File: src/rtl/logic_unit_arbiter_if.sv
// Request/response bundle between two requesters and the shared logic unit.
// Requesters use the master modport, the arbiter uses the slave modport.
`timescale 1ns/1ps
interface logic_unit_arbiter_if #(
    parameter int WIDTH = 32
);
    logic             req0_valid;
    logic             req0_ready;
    logic [1:0]       req0_op;
    logic [WIDTH-1:0] req0_a;
    logic [WIDTH-1:0] req0_b;
    logic             rsp0_valid;
    logic             rsp0_ready;
    logic [WIDTH-1:0] rsp0_data;

    logic             req1_valid;
    logic             req1_ready;
    logic [1:0]       req1_op;
    logic [WIDTH-1:0] req1_a;
    logic [WIDTH-1:0] req1_b;
    logic             rsp1_valid;
    logic             rsp1_ready;
    logic [WIDTH-1:0] rsp1_data;

    logic [15:0]      stat_grant0;
    logic [15:0]      stat_grant1;

    modport master (
        output req0_valid, req0_op, req0_a, req0_b, rsp0_ready,
        output req1_valid, req1_op, req1_a, req1_b, rsp1_ready,
        input  req0_ready, rsp0_valid, rsp0_data,
        input  req1_ready, rsp1_valid, rsp1_data,
        input  stat_grant0, stat_grant1
    );

    modport slave (
        input  req0_valid, req0_op, req0_a, req0_b, rsp0_ready,
        input  req1_valid, req1_op, req1_a, req1_b, rsp1_ready,
        output req0_ready, rsp0_valid, rsp0_data,
        output req1_ready, rsp1_valid, rsp1_data,
        output stat_grant0, stat_grant1
    );
endinterface

File: src/rtl/logic_unit_arbiter.sv
// Round-robin share of one registered AND/OR/XOR/NOR unit between two requesters.
// Latency: result valid one cycle after the request handshake; one op per cycle sustained.
// Backpressure: new grants only when the slot is free or its result is taken this cycle.
// Optional grant counters are built when LOGIC_ARB_STATS_EN is defined.
`timescale 1ns/1ps
module logic_unit_arbiter #(
    parameter int WIDTH = 32
) (
    input  logic                 clk,
    input  logic                 rst_n,
    logic_unit_arbiter_if.slave  bus
);
    typedef enum logic {IDLE = 1'b0, HOLD = 1'b1} state_t;

    state_t           r_state;
    logic             r_owner;
    logic             r_last_grant;
    logic [WIDTH-1:0] r_result;
    logic             r_rsp0_vld;
    logic             r_rsp1_vld;

    logic             w_owner_rdy;
    logic             w_free;
    logic             w_gnt_vld;
    logic             w_gnt_idx;
    logic [1:0]       w_op;
    logic [WIDTH-1:0] w_a;
    logic [WIDTH-1:0] w_b;
    logic [WIDTH-1:0] w_f;

    assign w_owner_rdy = r_owner ? bus.rsp1_ready : bus.rsp0_ready;
    assign w_free      = (r_state == IDLE) | ((r_state == HOLD) & w_owner_rdy);

    // On a tie the requester that did not win last time goes first.
    assign w_gnt_vld = w_free & (bus.req0_valid | bus.req1_valid);
    assign w_gnt_idx = (bus.req0_valid & bus.req1_valid) ? ~r_last_grant : bus.req1_valid;

    assign bus.req0_ready = w_gnt_vld & ~w_gnt_idx;
    assign bus.req1_ready = w_gnt_vld &  w_gnt_idx;

    assign w_op = w_gnt_idx ? bus.req1_op : bus.req0_op;
    assign w_a  = w_gnt_idx ? bus.req1_a  : bus.req0_a;
    assign w_b  = w_gnt_idx ? bus.req1_b  : bus.req0_b;

    always_comb begin
        w_f = '0;
        case (w_op)
            2'b00:   w_f = w_a & w_b;
            2'b01:   w_f = w_a | w_b;
            2'b10:   w_f = w_a ^ w_b;
            default: w_f = ~(w_a | w_b);
        endcase
    end

    always_ff @(posedge clk or negedge rst_n) begin
        if (!rst_n) begin
            r_state      <= IDLE;
            r_owner      <= 1'b0;
            r_last_grant <= 1'b1;
            r_result     <= '0;
            r_rsp0_vld   <= 1'b0;
            r_rsp1_vld   <= 1'b0;
        end else if (w_gnt_vld) begin
            r_state      <= HOLD;
            r_owner      <= w_gnt_idx;
            r_last_grant <= w_gnt_idx;
            r_result     <= w_f;
            r_rsp0_vld   <= ~w_gnt_idx;
            r_rsp1_vld   <=  w_gnt_idx;
        end else if ((r_state == HOLD) && w_owner_rdy) begin
            r_state    <= IDLE;
            r_rsp0_vld <= 1'b0;
            r_rsp1_vld <= 1'b0;
        end
    end

    assign bus.rsp0_valid = r_rsp0_vld;
    assign bus.rsp1_valid = r_rsp1_vld;
    assign bus.rsp0_data  = r_rsp0_vld ? r_result : '0;
    assign bus.rsp1_data  = r_rsp1_vld ? r_result : '0;

`ifdef LOGIC_ARB_STATS_EN
    logic [15:0] r_stat0;
    logic [15:0] r_stat1;

    // Counters saturate rather than wrap so a long run never looks idle.
    always_ff @(posedge clk or negedge rst_n) begin
        if (!rst_n) begin
            r_stat0 <= 16'h0000;
            r_stat1 <= 16'h0000;
        end else begin
            if (bus.req0_ready && (r_stat0 != 16'hFFFF)) r_stat0 <= r_stat0 + 16'd1;
            if (bus.req1_ready && (r_stat1 != 16'hFFFF)) r_stat1 <= r_stat1 + 16'd1;
        end
    end

    assign bus.stat_grant0 = r_stat0;
    assign bus.stat_grant1 = r_stat1;
`else
    assign bus.stat_grant0 = 16'h0000;
    assign bus.stat_grant1 = 16'h0000;
`endif
endmodule

File: src/flat_wrapper.sv
// flat-port wrapper written by rule: the top's interface ports become plain ports
module logic_unit_arbiter_flat 
#(
    parameter int WIDTH = 32
)
  (clk, rst_n, bus_req0_valid, bus_req0_op, bus_req0_a, bus_req0_b, bus_rsp0_ready, bus_req1_valid, bus_req1_op, bus_req1_a, bus_req1_b, bus_rsp1_ready, bus_req0_ready, bus_rsp0_valid, bus_rsp0_data, bus_req1_ready, bus_rsp1_valid, bus_rsp1_data, bus_stat_grant0, bus_stat_grant1);
  logic_unit_arbiter_if #(.WIDTH(WIDTH)) bus_i ();
  input  logic clk;
  input  logic rst_n;
  input wire logic [$bits(bus_i.req0_valid)-1:0] bus_req0_valid;
  input wire logic [$bits(bus_i.req0_op)-1:0] bus_req0_op;
  input wire logic [$bits(bus_i.req0_a)-1:0] bus_req0_a;
  input wire logic [$bits(bus_i.req0_b)-1:0] bus_req0_b;
  input wire logic [$bits(bus_i.rsp0_ready)-1:0] bus_rsp0_ready;
  input wire logic [$bits(bus_i.req1_valid)-1:0] bus_req1_valid;
  input wire logic [$bits(bus_i.req1_op)-1:0] bus_req1_op;
  input wire logic [$bits(bus_i.req1_a)-1:0] bus_req1_a;
  input wire logic [$bits(bus_i.req1_b)-1:0] bus_req1_b;
  input wire logic [$bits(bus_i.rsp1_ready)-1:0] bus_rsp1_ready;
  output wire logic [$bits(bus_i.req0_ready)-1:0] bus_req0_ready;
  output wire logic [$bits(bus_i.rsp0_valid)-1:0] bus_rsp0_valid;
  output wire logic [$bits(bus_i.rsp0_data)-1:0] bus_rsp0_data;
  output wire logic [$bits(bus_i.req1_ready)-1:0] bus_req1_ready;
  output wire logic [$bits(bus_i.rsp1_valid)-1:0] bus_rsp1_valid;
  output wire logic [$bits(bus_i.rsp1_data)-1:0] bus_rsp1_data;
  output wire logic [$bits(bus_i.stat_grant0)-1:0] bus_stat_grant0;
  output wire logic [$bits(bus_i.stat_grant1)-1:0] bus_stat_grant1;
  assign bus_i.req0_valid = bus_req0_valid;
  assign bus_i.req0_op = bus_req0_op;
  assign bus_i.req0_a = bus_req0_a;
  assign bus_i.req0_b = bus_req0_b;
  assign bus_i.rsp0_ready = bus_rsp0_ready;
  assign bus_i.req1_valid = bus_req1_valid;
  assign bus_i.req1_op = bus_req1_op;
  assign bus_i.req1_a = bus_req1_a;
  assign bus_i.req1_b = bus_req1_b;
  assign bus_i.rsp1_ready = bus_rsp1_ready;
  assign bus_req0_ready = bus_i.req0_ready;
  assign bus_rsp0_valid = bus_i.rsp0_valid;
  assign bus_rsp0_data = bus_i.rsp0_data;
  assign bus_req1_ready = bus_i.req1_ready;
  assign bus_rsp1_valid = bus_i.rsp1_valid;
  assign bus_rsp1_data = bus_i.rsp1_data;
  assign bus_stat_grant0 = bus_i.stat_grant0;
  assign bus_stat_grant1 = bus_i.stat_grant1;
  logic_unit_arbiter #(.WIDTH(WIDTH)) u_core (.clk(clk), .rst_n(rst_n), .bus(bus_i));
endmodule
File: config.mk
export PLATFORM = sky130hd
export DESIGN_NAME = logic_unit_arbiter_flat
export DESIGN_NICKNAME = d
export VERILOG_FILES = /design/src/rtl/logic_unit_arbiter_if.sv /design/src/rtl/logic_unit_arbiter.sv /design/src/flat_wrapper.sv
export SDC_FILE = /design/constraint.sdc
export NUM_CORES = 1
export LEC_CHECK = 0
export ABC_AREA = 1
export CORE_UTILIZATION = 40
export CTS_BUF_LIST = sky130_fd_sc_hd__clkbuf_16
export DETAILED_ROUTE_END_ITERATION = 10
export HOLD_SLACK_MARGIN = 0.12
export PLACE_DENSITY = 0.8
export SLEW_MARGIN = 10
export SYNTH_ARGS = -nofsm -noshare
export SYNTH_HDL_FRONTEND = slang
export SYNTH_SLANG_ARGS = --single-unit
File: constraint.sdc
create_clock -name clk -period 1.94 [get_ports clk]
set_input_delay 0.194 -clock clk [delete_from_list [all_inputs] [get_ports clk]]
set_output_delay 0.194 -clock clk [all_outputs]
set_load 0.1 [all_outputs]
==> flow_summary.json <==
{
  "status": "finished, violations left",
  "violations": "setup timing",
  "ir_drop_v": 0.0006621,
  "clockRootBuffer": "clkbuf_16",
  "crit_path_end_kind": "flop",
  "ys_types": 24,
  "path_max_fanout": 22,
  "syn_area_mm2": 0.005504,
  "whs_path_depth": 2,
  "rows": 42,
  "dp_cells": 1324,
  "wire_per_inst_um": 12.83,
  "worst-path-stages": 14,
  "cts_tree": "done",
  "maxCapViolations": 0,
  "clockPowerShare": 0.071,
  "sw_frac_of_total": 0.5896,
  "grt_pass1_vias": 5758,
  "drc": 0,
  "ys_seq_area_frac": 0.1684,
  "grt-ovfl-total": 0,
  "antenna_found_initial": 0,
  "final_common_cell": "nand2_1",
  "dr_total_vias": 6093,
  "drive_gt1_frac": 0.2079,
  "clock_latency_ns": 0.28,
  "setup_viol_count_final": 18,
  "synthCells": 942,
  "place.gp.congestion": 0.8556,
  "dr.pass1.iters": 4,
  "cp.arrival_ns": 2.19,
  "criticalPathCategory": "flop to flop",
  "io_pins": 238,
  "finalCritPeriodShare": 1.040,
  "routed_wl_um": 17120,
  "ff2ff_setup_slack_ns": -0.08,
  "final_util": 0.6850,
  "port_buffers": 205,
  "nNetsFinal": 1360,
  "p_leak_nw": 4.550,
  "p_int_mw": 5.299,
  "area_growth_syn_to_layout_pct": 66.13,
  "path_cells": "nand2_4 -> nand2_8 -> buf_6 -> buf_4 -> nand2_1 -> o21ai_0 -> inv_1 -> ha_1 -> inv_1 -> nand3_1 -> nand2_1 -> inv_1 -> nand2_1 -> nand2_1",
  "hold_violations": 0,
  "die-area_mm2": 0.01423,
  "mostFrequentLayoutCells": "nand2_1 (277), inv_1 (157), clkdlybuf4s50_1 (135), nand3_1 (109), buf_12 (78)",
  "grt_max_degree": 47,
  "fp.dieH_um": 119.3,
  "critPathSlowestCell": "dfstp_2",
  "synth.avg_cell_area_um2": 5.843,
  "die_x_um": 119.3,
  "final_cell_area_mm2": 0.009144,
  "powerDensity_mw_per_mm2": 1412,
  "worst_pin_slew_ns": 0.8471,
  "period_needed_ns": 2.018,
  "relSlewSlack": 0.4353,
  "htreeDepth": 2,
  "seq_power_share": 0.134,
  "numCtsBuffers": 5,
  "r2r-end": "u_core.r_result[5]",
  "yosysWarnings": 0,
  "max_freq_mhz": 495.4,
  "skew_ns": 0.003072,
  "switchingPower_mw": 7.612,
  "grt_pass1_wl_um": 27790,
  "via_per_inst": 4.564,
  "cp.required_ns": 2.11,
  "drtIter0Drc": 337,
  "floorplan.core_area_mm2": 0.01335,
  "path_clk_slew_ns": 0.06,
  "worstPathBufferInverterCount": 5,
  "dpl_cell_area_mm2": 0.008815,
  "final_cells": 1335,
  "grt_use_total": 0.2411,
  "slew_violations": 0,
  "clockBufferDepth": 2,
  "start_kind": "flop",
  "hpwlAfterDp_um": 13290,
  "detail-route-antenna-nets": 0,
  "start_util": 0.4124,
  "comb_power_share": 0.794,
  "critPathCapture": "u_core.r_result[5]",
  "rsz0062_at_grt": "yes",
  "max_stage_delay_ns": 0.56,
  "cts_sinks": 37,
  "path_delay_family": "flip-flops",
  "worstRegToRegCells": 14,
  "antenna_cells": 0,
  "setup_ws_ns": -0.07848,
  "min_path_type": "flop to flop",
  "path_common_cell": "nand2_1",
  "reg2reg_from": "u_core.r_last_grant",
  "crit_start": "u_core.r_last_grant",
  "synth_seq_cells": 37
}
## power by group through the flow
stage          clock [mW]  combinational, mW  sequential (mW)
4_1_cts             0.944               10.3             1.73
3_3_place_gp            0               9.94             1.72
2_1_floorplan           0               6.75             1.50
6_report            0.921               10.3             1.73
3_5_place_dp            0               10.1             1.74
5_1_grt             0.982               10.9             1.80
## stage by stage
| step | setup TNS (ns) | hold WS [ns] | setup slack, ns | power, mW |
|---|---|---|---|---|
| floorplan | -0.4032 | -0.1016 | -0.05858 | 8.252 |
| global placement | -6.837 | 0.3449 | -0.3056 | 11.66 |
| detailed placement | -8.425 | 0.3545 | -0.3818 | 11.85 |
| CTS | -0.3888 | 0.4877 | -0.05865 | 12.93 |
| global route | -4.679 | 0.5412 | -0.2238 | 13.65 |
| finish | -0.5823 | 0.4926 | -0.07848 | 12.91 |
## cell type report
class	instances	area (µm²)
Inverter	221	1067
Clock inverter	3	41.29
Clock buffer	5	125.1
Fill cell	1116	4204
Multi-Input combinational cell	629	3431
Sequential cell	37	929.6
Timing Repair Buffer	264	3329
Tap cell	176	220.2
## worst min-delay path: cells and delay by family (launching register included)
kind,cells,cell delay (ns)
flip-flops,1,0.38
AND/OR/NAND/NOR,2,0.11
## synth_stat cells (all sizes together)
cell | number | share of area
o22ai | 1 | 0.0011
nor2 | 3 | 0.0020
inv | 221 | 0.15
ha | 64 | 0.15
nand3b | 13 | 0.018
or2 | 32 | 0.036
conb | 1 | 0.00068
o21ai | 89 | 0.084
buf | 66 | 0.081
nand2 | 286 | 0.20
dfrtp | 36 | 0.16
nand3 | 109 | 0.099
clkbuf | 20 | 0.014
dfstp | 1 | 0.0048
## routing by layer
metal | track usage | vias up | wire length [µm] | share of wire
met4 | 0.06328 | 0 | 205 | 0.012
met2 | 0.4237 | 211 | 8443 | 0.49
met5 | 0 | - | 0 | 0
met3 | 0.03688 | 12 | 1046 | 0.061
met1 | 0.3054 | 2691 | 7429 | 0.43
li1 | - | 3179 | - | -
## cells by family after synthesis
| family | synth area share |
|---|---|
| other | 0.0006813 |
| and+or+nand+nor | 0.3549 |
| AOI/OAI and AO/OA | 0.08479 |
| DFF | 0.1684 |
| adders and majority gates | 0.1455 |
| buffers and inverters | 0.2457 |
## worst min path at each step
stage                                   start                    end  slack [ns]
final                     u_core.r_last_grant    u_core.r_last_grant        0.49
after global routing      u_core.r_last_grant    u_core.r_last_grant        0.54
after CTS                 u_core.r_last_grant    u_core.r_last_grant        0.49
after detailed placement                rst_n    u_core.r_result[24]        0.35
after global placement                  rst_n    u_core.r_result[24]        0.34
after floorplan                         rst_n  u_core.bus.rsp0_valid       -0.10
## registers in the layout, summed over array words and instances (netlist names)
register               cells
u_core.bus.rsp0_valid      1
u_core.bus.rsp1_valid      1
u_core.r_last_grant        1
u_core.r_owner             1
u_core.r_result           32
u_core.r_state             1
## repair_timing
| action | 4_1_cts | 5_1_grt |
|---|---|---|
| resized for setup | 42 | 14 |
| hold buffers | 1 | 0 |
| pin swaps | 1 | 9 |
| gates cloned | 1 | 1 |
| endpoints found under the setup margin | 32 | 32 |
| hold endpoints to repair | 36 | 0 |
| setup buffers | 1 | 0 |
Power figures use the tool's default switching activity.
